$ cat config.mk
export PLATFORM = sky130hd
export DESIGN_NAME = uart_regs
export DESIGN_NICKNAME = d
export VERILOG_FILES = /design/src/rtl/uart_pkg.sv /design/src/rtl/uart_fifo.sv /design/src/rtl/uart_regs.sv
export SDC_FILE = /design/constraint.sdc
export NUM_CORES = 1
export LEC_CHECK = 0
export CAP_MARGIN = 20
export CELL_PAD_IN_SITES_DETAIL_PLACEMENT = 2
export CELL_PAD_IN_SITES_GLOBAL_PLACEMENT = 2
export CORE_MARGIN = 8
export CORE_UTILIZATION = 35
export DETAILED_ROUTE_END_ITERATION = 10
export PLACE_DENSITY = 0.84
export SKIP_LAST_GASP = 1
export SLEW_MARGIN = 20
export SYNTH_ARGS = -nofsm -noshare
export SYNTH_HDL_FRONTEND = slang
export SYNTH_HIERARCHICAL = 1
export SYNTH_SLANG_ARGS = --single-unit
export TNS_END_PERCENT = 100
$ cat constraint.sdc
create_clock -name clk -period 2.6 [get_ports clk]
set_input_delay 0.39 -clock clk [delete_from_list [all_inputs] [get_ports clk]]
set_output_delay 0.39 -clock clk [all_outputs]
set_load 0.01 [all_outputs]
$ cat src/rtl/uart_pkg.sv
// rtl/uart_pkg.sv - register offsets, STATUS bit positions and TX/RX FSM states for uart_regs
package uart_pkg;
  localparam logic [1:0] REG_STATUS  = 2'd0;
  localparam logic [1:0] REG_TX_DATA = 2'd1;
  localparam logic [1:0] REG_RX_DATA = 2'd2;
  localparam logic [1:0] REG_DIVISOR = 2'd3;

  localparam int ST_TX_READY    = 0;
  localparam int ST_RX_VALID    = 1;
  localparam int ST_RX_OVERRUN  = 2;
  localparam int ST_FRAMING_ERR = 3;
  localparam int ST_TX_BUSY     = 4;

  typedef enum logic [1:0] {TX_IDLE, TX_START, TX_DATA, TX_STOP} tx_state_t;
  typedef enum logic [1:0] {RX_IDLE, RX_START, RX_DATA, RX_STOP} rx_state_t;
endpackage

$ cat src/rtl/uart_fifo.sv
// rtl/uart_fifo.sv - synchronous FIFO; a pop in the same cycle frees room for a push while full
module uart_fifo #(
  parameter int DEPTH = 4,
  parameter int WIDTH = 8
) (
  input  logic             clk,
  input  logic             reset_n,
  input  logic             push,
  input  logic [WIDTH-1:0] push_data,
  input  logic             pop,
  output logic [WIDTH-1:0] pop_data,
  output logic             full,
  output logic             empty
);
  localparam int AW = $clog2(DEPTH);

  logic [WIDTH-1:0] mem [DEPTH];
  logic [AW:0]      wr_ptr, rd_ptr;
  logic             do_pop, do_push;

  assign empty    = wr_ptr == rd_ptr;
  assign full     = (wr_ptr[AW] != rd_ptr[AW]) && (wr_ptr[AW-1:0] == rd_ptr[AW-1:0]);
  assign do_pop   = pop && !empty;
  assign do_push  = push && (!full || do_pop);
  assign pop_data = mem[rd_ptr[AW-1:0]];

  always_ff @(posedge clk) begin
    if (do_push) mem[wr_ptr[AW-1:0]] <= push_data;
  end

  always_ff @(posedge clk) begin
    if (!reset_n) begin
      wr_ptr <= '0;
      rd_ptr <= '0;
    end else begin
      if (do_push) wr_ptr <= wr_ptr + 1'b1;
      if (do_pop)  rd_ptr <= rd_ptr + 1'b1;
    end
  end
endmodule

$ cat src/rtl/uart_regs.sv
// rtl/uart_regs.sv - memory-mapped 8N1 UART with TX FIFO and registered read data
// UART_RX_FIFO_EN selects a uart_fifo RX buffer; otherwise RX holds a single byte.
module uart_regs
  import uart_pkg::*;
#(
  parameter logic [6:0]  BASE_INDEX      = 7'd0,
  parameter logic [15:0] DEFAULT_DIVISOR = 16'd433,
  parameter int          TX_FIFO_DEPTH   = 4,
  parameter int          RX_FIFO_DEPTH   = 8
) (
  input  logic        clk,
  input  logic        reset_n,
  input  logic [6:0]  register_index,
  input  logic        register_read,
  input  logic        register_write,
  input  logic [15:0] register_write_value,
  output logic [15:0] register_read_value,
  output logic        uart_tx,
  input  logic        uart_rx
);
  if (TX_FIFO_DEPTH < 2 || (TX_FIFO_DEPTH & (TX_FIFO_DEPTH - 1)) != 0 ||
      RX_FIFO_DEPTH < 2 || (RX_FIFO_DEPTH & (RX_FIFO_DEPTH - 1)) != 0) begin : g_bad_depth
    $error("uart_regs: FIFO depths must be powers of two >= 2");
  end

  logic [6:0]  offset, prev_index;
  logic        mapped, first_read, rd_hit, wr_hit, prev_read;
  logic [15:0] divisor, rd_data, status_word;
  logic        rx_overrun, framing_err, status_clr;
  logic        tx_push, tx_pop, tx_full, tx_empty, tx_tick, tx_busy;
  logic [7:0]  tx_data, tx_shift, rx_shift, rx_byte;
  logic [15:0] tx_baud, tx_div, rx_baud, rx_div;
  logic [2:0]  tx_bit, rx_bit;
  logic        rx_s1, rx_s2, rx_s3, rx_tick, rx_done, rx_push, rx_pop;
  logic        rx_valid, rx_full, frame_set, overrun_set;
  tx_state_t   tx_state;
  rx_state_t   rx_state;

  assign offset     = register_index - BASE_INDEX;
  assign mapped     = (register_index >= BASE_INDEX) && (offset[6:2] == 5'd0);
  // a read held at the same index is one access, so side effects fire once
  assign first_read = register_read && !(prev_read && prev_index == register_index);
  assign rd_hit     = first_read && mapped;
  assign wr_hit     = register_write && mapped;
  assign tx_busy    = (tx_state != TX_IDLE) || !tx_empty;

  always_comb begin
    tx_push     = wr_hit && offset[1:0] == REG_TX_DATA;
    status_clr  = wr_hit && offset[1:0] == REG_STATUS;
    rx_pop      = rd_hit && offset[1:0] == REG_RX_DATA && rx_valid;
    tx_tick     = tx_baud == tx_div;
    tx_pop      = !tx_empty && (tx_state == TX_IDLE || (tx_state == TX_STOP && tx_tick));
    rx_tick     = (rx_state == RX_START) ? (rx_baud == (rx_div >> 1)) : (rx_baud == rx_div);
    rx_done     = rx_state == RX_STOP && rx_tick;
    rx_push     = rx_done && rx_s2;
    frame_set   = rx_done && !rx_s2;
    overrun_set = rx_push && rx_full && !rx_pop;
  end

  always_comb begin
    status_word                 = '0;
    status_word[ST_TX_READY]    = !tx_full;
    status_word[ST_RX_VALID]    = rx_valid;
    status_word[ST_RX_OVERRUN]  = rx_overrun;
    status_word[ST_FRAMING_ERR] = framing_err;
    status_word[ST_TX_BUSY]     = tx_busy;
    rd_data = '0;
    if (mapped) begin
      case (offset[1:0])
        REG_STATUS:  rd_data = status_word;
        REG_RX_DATA: if (rx_valid) rd_data = {7'd0, 1'b1, rx_byte};
        REG_DIVISOR: rd_data = divisor;
        default:     rd_data = '0;
      endcase
    end
  end

  always_ff @(posedge clk) begin
    if (!reset_n) begin
      prev_read           <= 1'b0;
      prev_index          <= '0;
      register_read_value <= '0;
      divisor             <= DEFAULT_DIVISOR;
      rx_overrun          <= 1'b0;
      framing_err         <= 1'b0;
    end else begin
      prev_read  <= register_read;
      prev_index <= register_index;
      if (first_read) register_read_value <= rd_data;
      if (wr_hit && offset[1:0] == REG_DIVISOR) divisor <= register_write_value;
      // hardware set wins over a same-cycle software clear
      rx_overrun  <= (rx_overrun && !(status_clr && register_write_value[ST_RX_OVERRUN])) || overrun_set;
      framing_err <= (framing_err && !(status_clr && register_write_value[ST_FRAMING_ERR])) || frame_set;
    end
  end

  uart_fifo #(.DEPTH(TX_FIFO_DEPTH), .WIDTH(8)) u_tx_fifo (
    .clk(clk), .reset_n(reset_n), .push(tx_push), .push_data(register_write_value[7:0]),
    .pop(tx_pop), .pop_data(tx_data), .full(tx_full), .empty(tx_empty)
  );

  always_ff @(posedge clk) begin
    if (!reset_n) begin
      tx_state <= TX_IDLE;
      tx_baud  <= '0;
      tx_div   <= '0;
      tx_shift <= '0;
      tx_bit   <= '0;
      uart_tx  <= 1'b1;
    end else if (tx_pop) begin
      tx_state <= TX_START;
      tx_shift <= tx_data;
      tx_div   <= divisor;
      tx_baud  <= '0;
      uart_tx  <= 1'b0;
    end else begin
      tx_baud <= tx_tick ? 16'd0 : tx_baud + 16'd1;
      case (tx_state)
        TX_IDLE: tx_baud <= '0;
        TX_START: if (tx_tick) begin
          uart_tx  <= tx_shift[0];
          tx_shift <= tx_shift >> 1;
          tx_bit   <= '0;
          tx_state <= TX_DATA;
        end
        TX_DATA: if (tx_tick) begin
          if (tx_bit == 3'd7) begin
            uart_tx  <= 1'b1;
            tx_state <= TX_STOP;
          end else begin
            uart_tx  <= tx_shift[0];
            tx_shift <= tx_shift >> 1;
            tx_bit   <= tx_bit + 3'd1;
          end
        end
        TX_STOP: if (tx_tick) tx_state <= TX_IDLE;
        default: tx_state <= TX_IDLE;
      endcase
    end
  end

  always_ff @(posedge clk) begin
    if (!reset_n) begin
      {rx_s1, rx_s2, rx_s3} <= 3'b111;
      rx_state <= RX_IDLE;
      rx_baud  <= '0;
      rx_div   <= '0;
      rx_shift <= '0;
      rx_bit   <= '0;
    end else begin
      {rx_s1, rx_s2, rx_s3} <= {uart_rx, rx_s1, rx_s2};
      rx_baud <= rx_tick ? 16'd0 : rx_baud + 16'd1;
      case (rx_state)
        RX_IDLE: begin
          rx_baud <= '0;
          if (rx_s3 && !rx_s2) begin
            rx_state <= RX_START;
            rx_div   <= divisor;
          end
        end
        RX_START: if (rx_tick) begin
          rx_bit   <= '0;
          rx_state <= rx_s2 ? RX_IDLE : RX_DATA;
        end
        RX_DATA: if (rx_tick) begin
          rx_shift <= {rx_s2, rx_shift[7:1]};
          rx_bit   <= rx_bit + 3'd1;
          if (rx_bit == 3'd7) rx_state <= RX_STOP;
        end
        RX_STOP: if (rx_tick) rx_state <= RX_IDLE;
        default: rx_state <= RX_IDLE;
      endcase
    end
  end

`ifdef UART_RX_FIFO_EN
  logic rx_empty;
  uart_fifo #(.DEPTH(RX_FIFO_DEPTH), .WIDTH(8)) u_rx_fifo (
    .clk(clk), .reset_n(reset_n), .push(rx_push), .push_data(rx_shift),
    .pop(rx_pop), .pop_data(rx_byte), .full(rx_full), .empty(rx_empty)
  );
  assign rx_valid = !rx_empty;
`else
  logic [7:0] rx_hold;
  logic       rx_hold_valid;
  always_ff @(posedge clk) begin
    if (!reset_n) begin
      rx_hold       <= '0;
      rx_hold_valid <= 1'b0;
    end else if (rx_push && (!rx_hold_valid || rx_pop)) begin
      rx_hold       <= rx_shift;
      rx_hold_valid <= 1'b1;
    end else if (rx_pop) begin
      rx_hold_valid <= 1'b0;
    end
  end
  assign rx_byte  = rx_hold;
  assign rx_valid = rx_hold_valid;
  assign rx_full  = rx_hold_valid;
`endif
endmodule

==> results by group, run 1 <==
Outcome
  • Outcome: finished, final reports clean

GRT
  • Largest net degree at the start of global routing: 56
  • GRT overflow: 0
  • Total global-route track usage: 0.181
  • Initial antenna violation count: 0
  • First-pass GRT wire length: around 40000 um
  • Vias in the first global route: just over 7000

Timing
  • Final Hold Vio Count: 0
  • WHS: around 0.35 ns
  • TNS Setup: 0 ns
  • Final period util: 0.945
  • Final min period: ~2.5 ns
  • Fmax: roughly 410 MHz
  • Relative slew slack: 0.575
  • Final worst slack: around 0.14 ns
  • Setup Skew: approximately 0.015 ns
  • RSZ-0062 raised after global routing: yes
  • Worst-Margin Slew: between 0.6 and 0.7 ns
  • Final setup vio count: 0
  • Fin. max-slew vios: 0

Floorplan
  • Io pins: 45
  • DIE HEIGHT: around 170 um
  • Chip width: between 150 and 200 um
  • Die area: 28800 um2
  • Area of the core: around 23000 um2
  • Initial Utilization: 0.354
  • Rows: 56

Setup path
  • Setup slack, reg-to-reg: between 0.1 and 0.15 ns
  • Critical path arrival: ~2.6 ns
  • Worst-path fanout max: 8
  • Setup crit end kind: flop
  • R2r worst-path depth: 8
  • Terminus of the critical flop-to-flop path: u_tx_fifo/mem[0][6]
  • Startpoint Class: flop
  • Worst r2r src: tx_baud[6]
  • CP Class: flop to flop
  • Worst Path Required: around 2.7 ns

Clock tree
  • Htree depth: 4
  • CTS tree: yes
  • Worst-path clk slew: ~0.080 ns
  • Max clock buf depth: 2
  • Setup bufs post-CTS: 0
  • Clock sink total: 185
  • Worst skew pair latency: 0.45 ns
  • CTS root buffer: clkbuf_16
  • CTS buffer count: 17

Synth
  • Number of synthesized flops with an enable pin: 32
  • Synth Area in Compound Gates: 0.0961
  • Multiplexer share of the synthesized area: 0.0836
  • Post-Synth Adder-Cell Area: 0.0258
  • Post-synth top area share: 0.371
  • Ys flop type: dfxtp_1
  • Post-Synth Simple-Gate Area: 0.189
  • Fraction of registers with async set/reset: 0
  • Register area share after synthesis: 0.487
  • Flops & latches, synth: around 190
  • Dominant cells by area after synthesis: dfxtp_1, edfxtp_1, mux2i_1
  • Syn avg cell area: just under 10 um2
  • Synth top cells by count: dfxtp_1, nand2_1, nor2_1, mux2i_1, a21oi_1
  • Synth cell types: 64
  • Most instantiated library cell after synthesis: dfxtp_1
  • XOR/XNOR Fraction of Synth Area: 0.0823
  • Syn. warnings: 6
  • Syn_nets: between 800 and 900
  • Post-Syn Instances: 849
  • Main combinational cell family by area after synthesis: simple AND/OR/NAND/NOR gates
  • Leading area contributor after synthesis: dfxtp_1
  • Syn Std Cell Area: approximately 8300 um2

Power
  • Pwr per Cell Area: approximately 630 nW/um2
  • P_leak: ~3.7 nW
  • Pwr Total: 6.16 mW
  • Peak supply drop: roughly 0.39 mV

Drt
  • TritonRoute pass-1 iters: 4
  • Antenna-violating nets left: 0
  • Initial drt markers: 303
  • Total wire length: between 20000 and 25000 um
  • Post-DR vias/cell: slightly above 5
  • DR DRC count: 0
  • Via count: 6379
  • Wire per inst: between 20 and 25 um

Placement
  • PortBufs: 44
  • Pre-CTS setup slack: a little over 0.03 ns
  • RePlAce Congestion: 0.776
  • HPWL Detailed: approximately 17000 um

Final layout
  • Layout fillers: about 2500
  • N_diodes: 0
  • Layout Nets: 942
  • Final Core Density: 0.420
  • Fraction of layout cells with a size suffix above 1: 0.105
  • Area Overhead vs Synth: 18.8%

Min path
  • Min-Delay Path Class: input port to flop
  • Hold_sp: reset_n
  • Hold-critical path depth: 3
  • WHS Endpoint: u_tx_fifo/wr_ptr[0]

Flow run
  • Max-cap check violation count: 0
[layer usage]
layer	share of wire	global-route usage
met3	0.018	0.0272
met2	0.52	0.326
met1	0.44	0.211
met4	0.022	0.0739
met5	0	0
[through the flow]
| stage | cells | area (um2) |
|---|---|---|
| floorplan | 849 | 8260 |
| global placement | 1197 | 9200 |
| detailed placement | 1197 | 9200 |
| CTS | 1229 | 9800 |
| global route | 1229 | 9810 |
| finish | 1229 | 9810 |
[flip-flops by register name, indices dropped and copies added (netlist names), 2 cells and up, named ones only]
name and flops:
rx_byte 8, rx_div 16, tx_state 2, u_tx_fifo/rd_ptr 3, tx_div 16, rx_shift 8, prev_index 7, rx_baud 16
u_tx_fifo/wr_ptr 3, u_tx_fifo/mem 32, divisor 16, register_read_value 16, rx_bit 3, tx_bit 3, tx_shift 8, tx_baud 16
[power by group]
group	total [mW]	switching, mW	leakage, nW	internal (mW)
registers	2.96	0.0227	1.52	2.93
logic	0.452	0.268	1.85	0.184
clock network	2.75	1.29	0.294	1.46
[repair_timing]
| item | CTS | global route |
|---|---|---|
| hold buffers | 0 | 0 |
| setup endpoints to repair | 0 | 24 |
| gates resized for setup | 0 | 1 |
| endpoints found under the hold margin | 0 | 0 |
[worst max-delay path: stages, from the launching register on]
cell and delay [ns]:
dfxtp_1 0.43, xnor2_1 0.15, nand4_1 0.17, nor4_4 0.44
a31oi_4 0.16, inv_1 0.09, inv_1 0.10, a41oi_2 0.26
and2_2 0.35
[layout by cell type (no fill, tap or decap), drive strengths merged, types with 4 or more instances in the layout]
cell type / count
and3: 10
edfxtp: 32
buf: 33
nor3: 24
nor2: 60
inv: 35
nor2b: 6
a31oi: 6
a221oi: 6
and2: 14
nand4: 15
dfxtp: 153
clkbuf: 18
xor2: 31
nand3: 28
nand2: 132
xnor2: 44
mux4: 8
a22oi: 13
clkdlybuf4s50: 43
ha: 17
a21oi: 48
nor4: 4
or2: 4
o211ai: 9
o21ai: 13
mux2i: 51
nand2b: 11
[how the worst max path moves through the flow]
stage,startpoint,to,slack (ns),cells past startpoint
2_1_floorplan,tx_baud[3],u_tx_fifo/mem[0][0],0.05,10
3_3_place_gp,register_index[2],u_tx_fifo/mem[2][5],0.13,7
3_5_place_dp,register_index[3],u_tx_fifo/mem[0][6],0.03,7
4_1_cts,u_tx_fifo/wr_ptr[1],u_tx_fifo/mem[1][5],0.07,9
5_1_grt,tx_baud[3],u_tx_fifo/mem[0][6],-0.005,8
6_report,tx_baud[6],u_tx_fifo/mem[0][6],0.14,8
[cell type report]
class | instances | area, um2 | area share
clock inverter | 14 | 176 | 0.0180
tap | 319 | 399 | 0.0407
inverter | 27 | 101 | 0.0103
clock buffer | 18 | 429 | 0.0438
multi-input combinational | 590 | 3960 | 0.404
timing repair buffer | 76 | 713 | 0.0727
sequential | 185 | 4020 | 0.410
[cell families (layout without fill, tap and decap cells)]
family | Yosys count | after routing
and+or+nand+nor | 323 | 323
DFF | 185 | 185
AOI/OAI and AO/OA | 116 | 116
xor gates and xnor gates | 75 | 75
buffers and inverters | 74 | 135
muxes | 59 | 59
adders and majority gates | 17 | 17
No activity file was read; power rests on OpenSTA's default activity.
==> run 2, diff against run 1 <==
==> constraint.sdc (replaced) <==
create_clock -name clk -period 2.6 [get_ports clk]
set_input_delay 0.52 -clock clk [delete_from_list [all_inputs] [get_ports clk]]
set_output_delay 0.52 -clock clk [all_outputs]
set_load 0.01 [all_outputs]
==> run 2 against run 1 <==
Against the previous run:
- global-route usage rose by 0.32 points
- clock power is 5% higher
- critical endpoint is now tx_shift[5]
- flip-flop and latch count did not move
- die area is the same
- sequential share of layout area shrank 0.28 points
- first-iteration DRC count up 3.3%
- via count increased by 0.71%
- clock skew decreased by 0.0025 ns
==> results by group, run 2 (synthesis gave the netlist of run 1 again) <==
Outcome
  • Outcome: finished, final reports clean (unchanged)

Timing
  • Final period util: 0.930 (was 0.945)
  • Fmax: 413 MHz (was 407 MHz)
  • Worst-Margin Slew: 0.612 ns (was 0.635 ns)
  • Relative slew slack: 0.591 (was 0.575)
  • WHS: 0.418 ns (was 0.346 ns)
  • Fin. max-slew vios: 0 (unchanged)
  • Final setup vio count: 0 (unchanged)
  • RSZ-0062 raised after global routing: no (was yes)
  • Final Hold Vio Count: 0 (unchanged)
  • Final min period: 2.42 ns (was 2.46 ns)
  • TNS Setup: 0 ns (unchanged)
  • Final worst slack: 0.181 ns (was 0.143 ns)
  • Setup Skew: 0.0125 ns (was 0.0150 ns)

Drt
  • Post-DR vias/cell: 5.22 (was 5.19)
  • Via count: 6424 (was 6379)
  • Wire per inst: 20.9 um (was 20.3 um)
  • DR DRC count: 0 (unchanged)
  • Antenna-violating nets left: 0 (unchanged)
  • Initial drt markers: 313 (was 303)
  • Total wire length: 25700 um (was 25000 um)
  • TritonRoute pass-1 iters: 4 (unchanged)

Final layout
  • Most common cell after layout, fill and taps aside: dfxtp_1 (unchanged)
  • Commonest non-fill, non-tap cells in the layout: dfxtp_1, nand2_1, nor2_1 (unchanged)
  • Max reg flops: 32 (unchanged)
  • N_diodes: 0 (unchanged)
  • Final Core Density: 0.423 (was 0.420)
  • Layout Nets: 944 (was 942)
  • Fraction of layout cells with a size suffix above 1: 0.106 (was 0.105)
  • Area Overhead vs Synth: 19.6% (was 18.8%)

GRT
  • First-pass GRT wire length: 41400 um (was 40400 um)
  • Vias in the first global route: 7127 (was 7189)
  • Largest net degree at the start of global routing: 44 (was 56)
  • Met2 Use GR: 0.333 (was 0.326)
  • GRT overflow: 0 (unchanged)
  • GR peak layer: met2 (unchanged)
  • GR Layer Usage met3: 0.0270 (was 0.0272)
  • Total global-route track usage: 0.184 (was 0.181)
  • GRT met1 Usage: 0.220 (was 0.211)
  • Initial antenna violation count: 0 (unchanged)

Floorplan
  • DIE HEIGHT: 170 um (unchanged)
  • Initial Utilization: 0.354 (unchanged)
  • Die area: 28800 um2 (unchanged)
  • Area of the core: 23300 um2 (unchanged)
  • Io pins: 45 (unchanged)
  • Rows: 56 (unchanged)
  • Chip width: 170 um (unchanged)

Clock tree
  • Worst-path clk slew: 0.07 ns (was 0.08 ns)
  • Clock sink total: 185 (unchanged)
  • Max clock buf depth: 2 (unchanged)
  • Htree depth: 4 (unchanged)
  • CTS buffer count: 17 (unchanged)
  • Worst skew pair latency: 0.44 ns (was 0.45 ns)
  • CTS root buffer: clkbuf_16 (unchanged)
  • CTS Hold Bufs: 0 (unchanged)
  • CTS tree: yes (unchanged)

Setup path
  • Startpoint Class: flop (unchanged)
  • Critical path arrival: 2.73 ns (was 2.59 ns)
  • Setup crit end kind: flop (unchanged)
  • Worst-path fanout max: 9 (was 8)
  • CP Class: flop to flop (unchanged)
  • Worst Path Required: 2.91 ns (was 2.74 ns)

Flow run
  • Max-cap check violation count: 0 (unchanged)

Placement
  • PortBufs: 44 (unchanged)
  • HPWL Detailed: 18000 um (was 17300 um)
  • RePlAce Congestion: 0.757 (was 0.776)
  • Pre-CTS setup slack: -0.0404 ns (was 0.0302 ns)

Power
  • P_leak: 3.70 nW (was 3.66 nW)
  • Peak supply drop: 0.363 mV (was 0.390 mV)
  • Pwr per Cell Area: 641 nW/um2 (was 628 nW/um2)
  • Pwr Total: 6.32 mW (was 6.16 mW)

Min path
  • Min-Delay Path Class: flop to flop (was input port to flop)
[run 2: cell count changes in the layout (fill, tap and decap cells not counted), sizes merged]
cell      change
clkbuf        +4
buf           +2
bufinv        +2
inv           -6
clkinvlp      -1
[run 2: layout make-up]
class | count | area (um2)
timing repair buffer | 78 | 728
inverter | 27 | 101
fill | 2448 | 13500
clock inverter | 9 | 160
sequential | 185 | 4020
tap | 319 | 399
clock buffer | 22 | 495
multi-input combinational | 590 | 3960
[run 2: through the flow]
stage                     cells  instance area [um2]
after CTS                  1230                 9870
after floorplan             849                 8260
after detailed placement   1199                 9210
after global placement     1199                 9210
final                      1230                 9870
after global routing       1230                 9870
[run 2: final timing paths]
path / from / endpoint / slack [ns] / cells past startpoint
max: tx_baud[13] / tx_shift[5] / 0.18 / 7
min: rx_s1 / rx_s2 / 0.42 / 1
max reg2reg: tx_baud[13] / tx_shift[5] / 0.18 / 7
min reg2reg: rx_s1 / rx_s2 / 0.42 / 1
[run 2: power breakdown]
| part | internal (mW) | total [mW] | switching [mW] |
|---|---|---|---|
| clock network | 1.75 | 2.90 | 1.15 |
| logic | 0.194 | 0.467 | 0.273 |
| registers | 2.93 | 2.96 | 0.0264 |
[run 2: repair_timing]
action                                  4_1_cts  5_1_grt
setup buffers                                 0        0
endpoints found under the hold margin         0        0
resized for setup                             0        3
endpoints found under the setup margin        0       25
[run 2: metal layers]
metal  part of all wire  up-vias
li1                   -     3037
met4              0.020        0
met5                  0        -
met1               0.44     3284
met2               0.52       67
met3              0.017       36
[run 2: critical path, cell delays in order, from the launching register on]
cell and delay, ns:
dfxtp_1 0.42, xnor2_1 0.17, nand4_1 0.17, nor4_4 0.42, buf_4 0.23, and3_1 0.45
mux2i_1 0.33, a21oi_1 0.10
==> patch: new RTL, config.mk and constraints of run 2 <==
Encoding of `tx_state_t`: now Gray code (2 bits for 4 states).
--- a/src/rtl/uart_pkg.sv
+++ b/src/rtl/uart_pkg.sv
@@ -13,3 +13,3 @@
 
-  typedef enum logic [1:0] {TX_IDLE, TX_START, TX_DATA, TX_STOP} tx_state_t;
+  typedef enum logic [1:0] {TX_IDLE = 2'b00, TX_START = 2'b01, TX_DATA = 2'b11, TX_STOP = 2'b10} tx_state_t;
   typedef enum logic [1:0] {RX_IDLE, RX_START, RX_DATA, RX_STOP} rx_state_t;
Check against the original RTL: no difference found for any inputs over 4 cycles, from zero or initial values and one cycle with reset_n low; so few cycles prove little.
==> patch against run 2 <==
  * Setup slack worse by 0.062 ns
  * Count of clock-buffer cells in the layout is 5 lower
  * Area after synthesis is 0.18% higher
  * Sequential cell count stayed put
  * Clock skew hardly changed
  * Die area is 0.17% higher
  * Wire length is 0.86% higher
  * Final area hardly changed
  * Total power is 3.5% lower
  * Critical path depth is 1 higher
  * Sequential power hardly changed
  * Critical path type unchanged
  * Critical endpoint is now rx_bit[2]
  * Highest routed layer unchanged
==> patch: results (changes against run 2) <==
metric	value	unit	change
Worst-path clk slew	0.08	ns	
Setup Buffers After CTS	0		unchanged
first-pass GRT wire length	41100	um	was 41400 um
Longest Clk Path Bufs	2		unchanged
placed cell count	1210		was 1199
total grt overflow	0		unchanged
Reg2Reg Depth	8		was 7
HP Start	rx_s1		unchanged
Via density	5.22		about the same
Hold Path Depth	1		unchanged
Starting DRT DRC Count	254		was 313
largest net degree at the start of global routing	88		was 44
Clk Tree Root Cell	clkbuf_16		unchanged
setup ws final	0.119	ns	was 0.181 ns
syn_nets	895		was 894
pre-CTS WS	-0.315	ns	was -0.0404 ns
final cell count without fillers	1242		was 1230
HP Class	flip-flop to flip-flop		unchanged
fillcell total	2487		was 2448
crit path max fanout	17		was 9
status	finished, final reports clean		unchanged
register area share after synthesis	0.486		was 0.487
top_reg_cell synth	dfxtp_1		unchanged
Wirelength per Cell	20.8	um	was 20.9 um
final net count	954		was 944
number of synthesized flops with an enable pin	32		unchanged
worst path arrival time	2.81	ns	was 2.73 ns
max_slew headroom	0.384		was 0.591
initial antenna violation count	0		unchanged
DRT Pass-1 Iters	4		unchanged
placer congestion estimate	0.839		was 0.757
share of post-route cells with drive strength above 1	0.120		was 0.106
max reg flops	32		unchanged
Async SR Flop Fraction	0		unchanged
warning count from the yosys run	6		unchanged
Mapped Cells	851		was 849
synth unique cells	70		was 64
GRT Resource Usage Total	0.184		about the same
top post-synthesis cells by count	dfxtp_1, nand2_1, nor2_1, a21oi_1, xnor2_1		was dfxtp_1, nand2_1, nor2_1, mux2i_1, a21oi_1
VDD IR max	0.000389	V	was 0.000363 V
Static Leakage	3.62	nW	was 3.70 nW
Worst-Skew Late Latency	0.44	ns	about the same
I/O Buffers	44		unchanged
# diodes	0		unchanged
Num CTS Buffers	17		unchanged
Clock Skews	0.0126	ns	was 0.0125 ns
Worst Hold Endpoint	rx_s2		unchanged
post-DP HPWL	18600	um	was 18000 um
FF-to-FF End	rx_bit[2]		was tx_shift[5]
Synth area leaders	dfxtp_1, edfxtp_1, nand2_1		was dfxtp_1, edfxtp_1, mux2i_1
Cell Area, Placed	9260	um^2	was 9210 um^2
htree depth	4		unchanged
vias in the first global route	7310		was 7127
[patch: critical path: stages, from the launching register on]
cell and delay, ns:
dfxtp_1 0.35, nand2b_2 0.29, a2111oi_1 0.54, a21oi_1 0.11, nor4_2 0.32, buf_4 0.28
and2_1 0.20, buf_12 0.16, o211ai_1 0.10
[patch: report_power, final]
group,switching (W),total [W],internal [W]
Clock,0.00132,0.00263,0.00130
Combinational,0.000300,0.000501,0.000202
Sequential,0.0000323,0.00297,0.00294
[patch: layer usage]
| layer | vias up | share of wire | track usage |
|---|---|---|---|
| li1 | 3086 | - | - |
| met1 | 3295 | 0.42 | 0.206 |
| met2 | 72 | 0.53 | 0.344 |
| met3 | 35 | 0.020 | 0.0347 |
| met4 | 0 | 0.022 | 0.0596 |
| met5 | - | 0 | 0 |
[patch: timing repair]
action / in CTS / in global routing
hold buffers: 0 / 0
pin swaps: 0 / 0
endpoints found under the hold margin: 0 / 0
resized for setup: 2 / 6
endpoints found under the setup margin: 2 / 62
[patch: area by class of cell]
cell class | instances | area [um^2] | share of cell area
Clock buffer | 17 | 425 | 0.0431
Clock inverter | 15 | 171 | 0.0174
Inverter | 27 | 101 | 0.0103
Multi-Input combinational cell | 591 | 3950 | 0.400
Sequential cell | 185 | 4020 | 0.407
Tap cell | 319 | 399 | 0.0404
Timing Repair Buffer | 88 | 803 | 0.0813
[patch: cell families after synthesis]
family,after synthesis,synth area share
simple gates,318,0.188
flops,185,0.486
compound gates,131,0.104
buf+inv,75,0.0404
xor+xnor,70,0.0768
mux,56,0.0799
fa+ha+maj,16,0.0242
[patch: worst max path at each step]
stage | start | endpoint | cells past startpoint
global placement | register_index[2] | u_tx_fifo/mem[2][5] | 8
detailed placement | register_index[2] | u_tx_fifo/mem[2][4] | 8
finish | flip-flop | rx_bit[2] | 8
global route | flip-flop | rx_bit[2] | 8
floorplan | tx_baud[3] | u_tx_fifo/mem[2][0] | 8
CTS | flip-flop | rx_bit[2] | 8
[patch: through the flow]
step	hold WS [ns]	setup TNS [ns]	util	power, W
after global placement	0.398	-1.70	0.397	0.00350
final	0.415	0	0.423	0.00610
after floorplan	0.386	0	-	0.00332
after CTS	0.420	-0.00500	0.423	0.00617
after global routing	0.425	-0.639	0.423	0.00632
after detailed placement	0.396	-7.18	0.397	0.00354
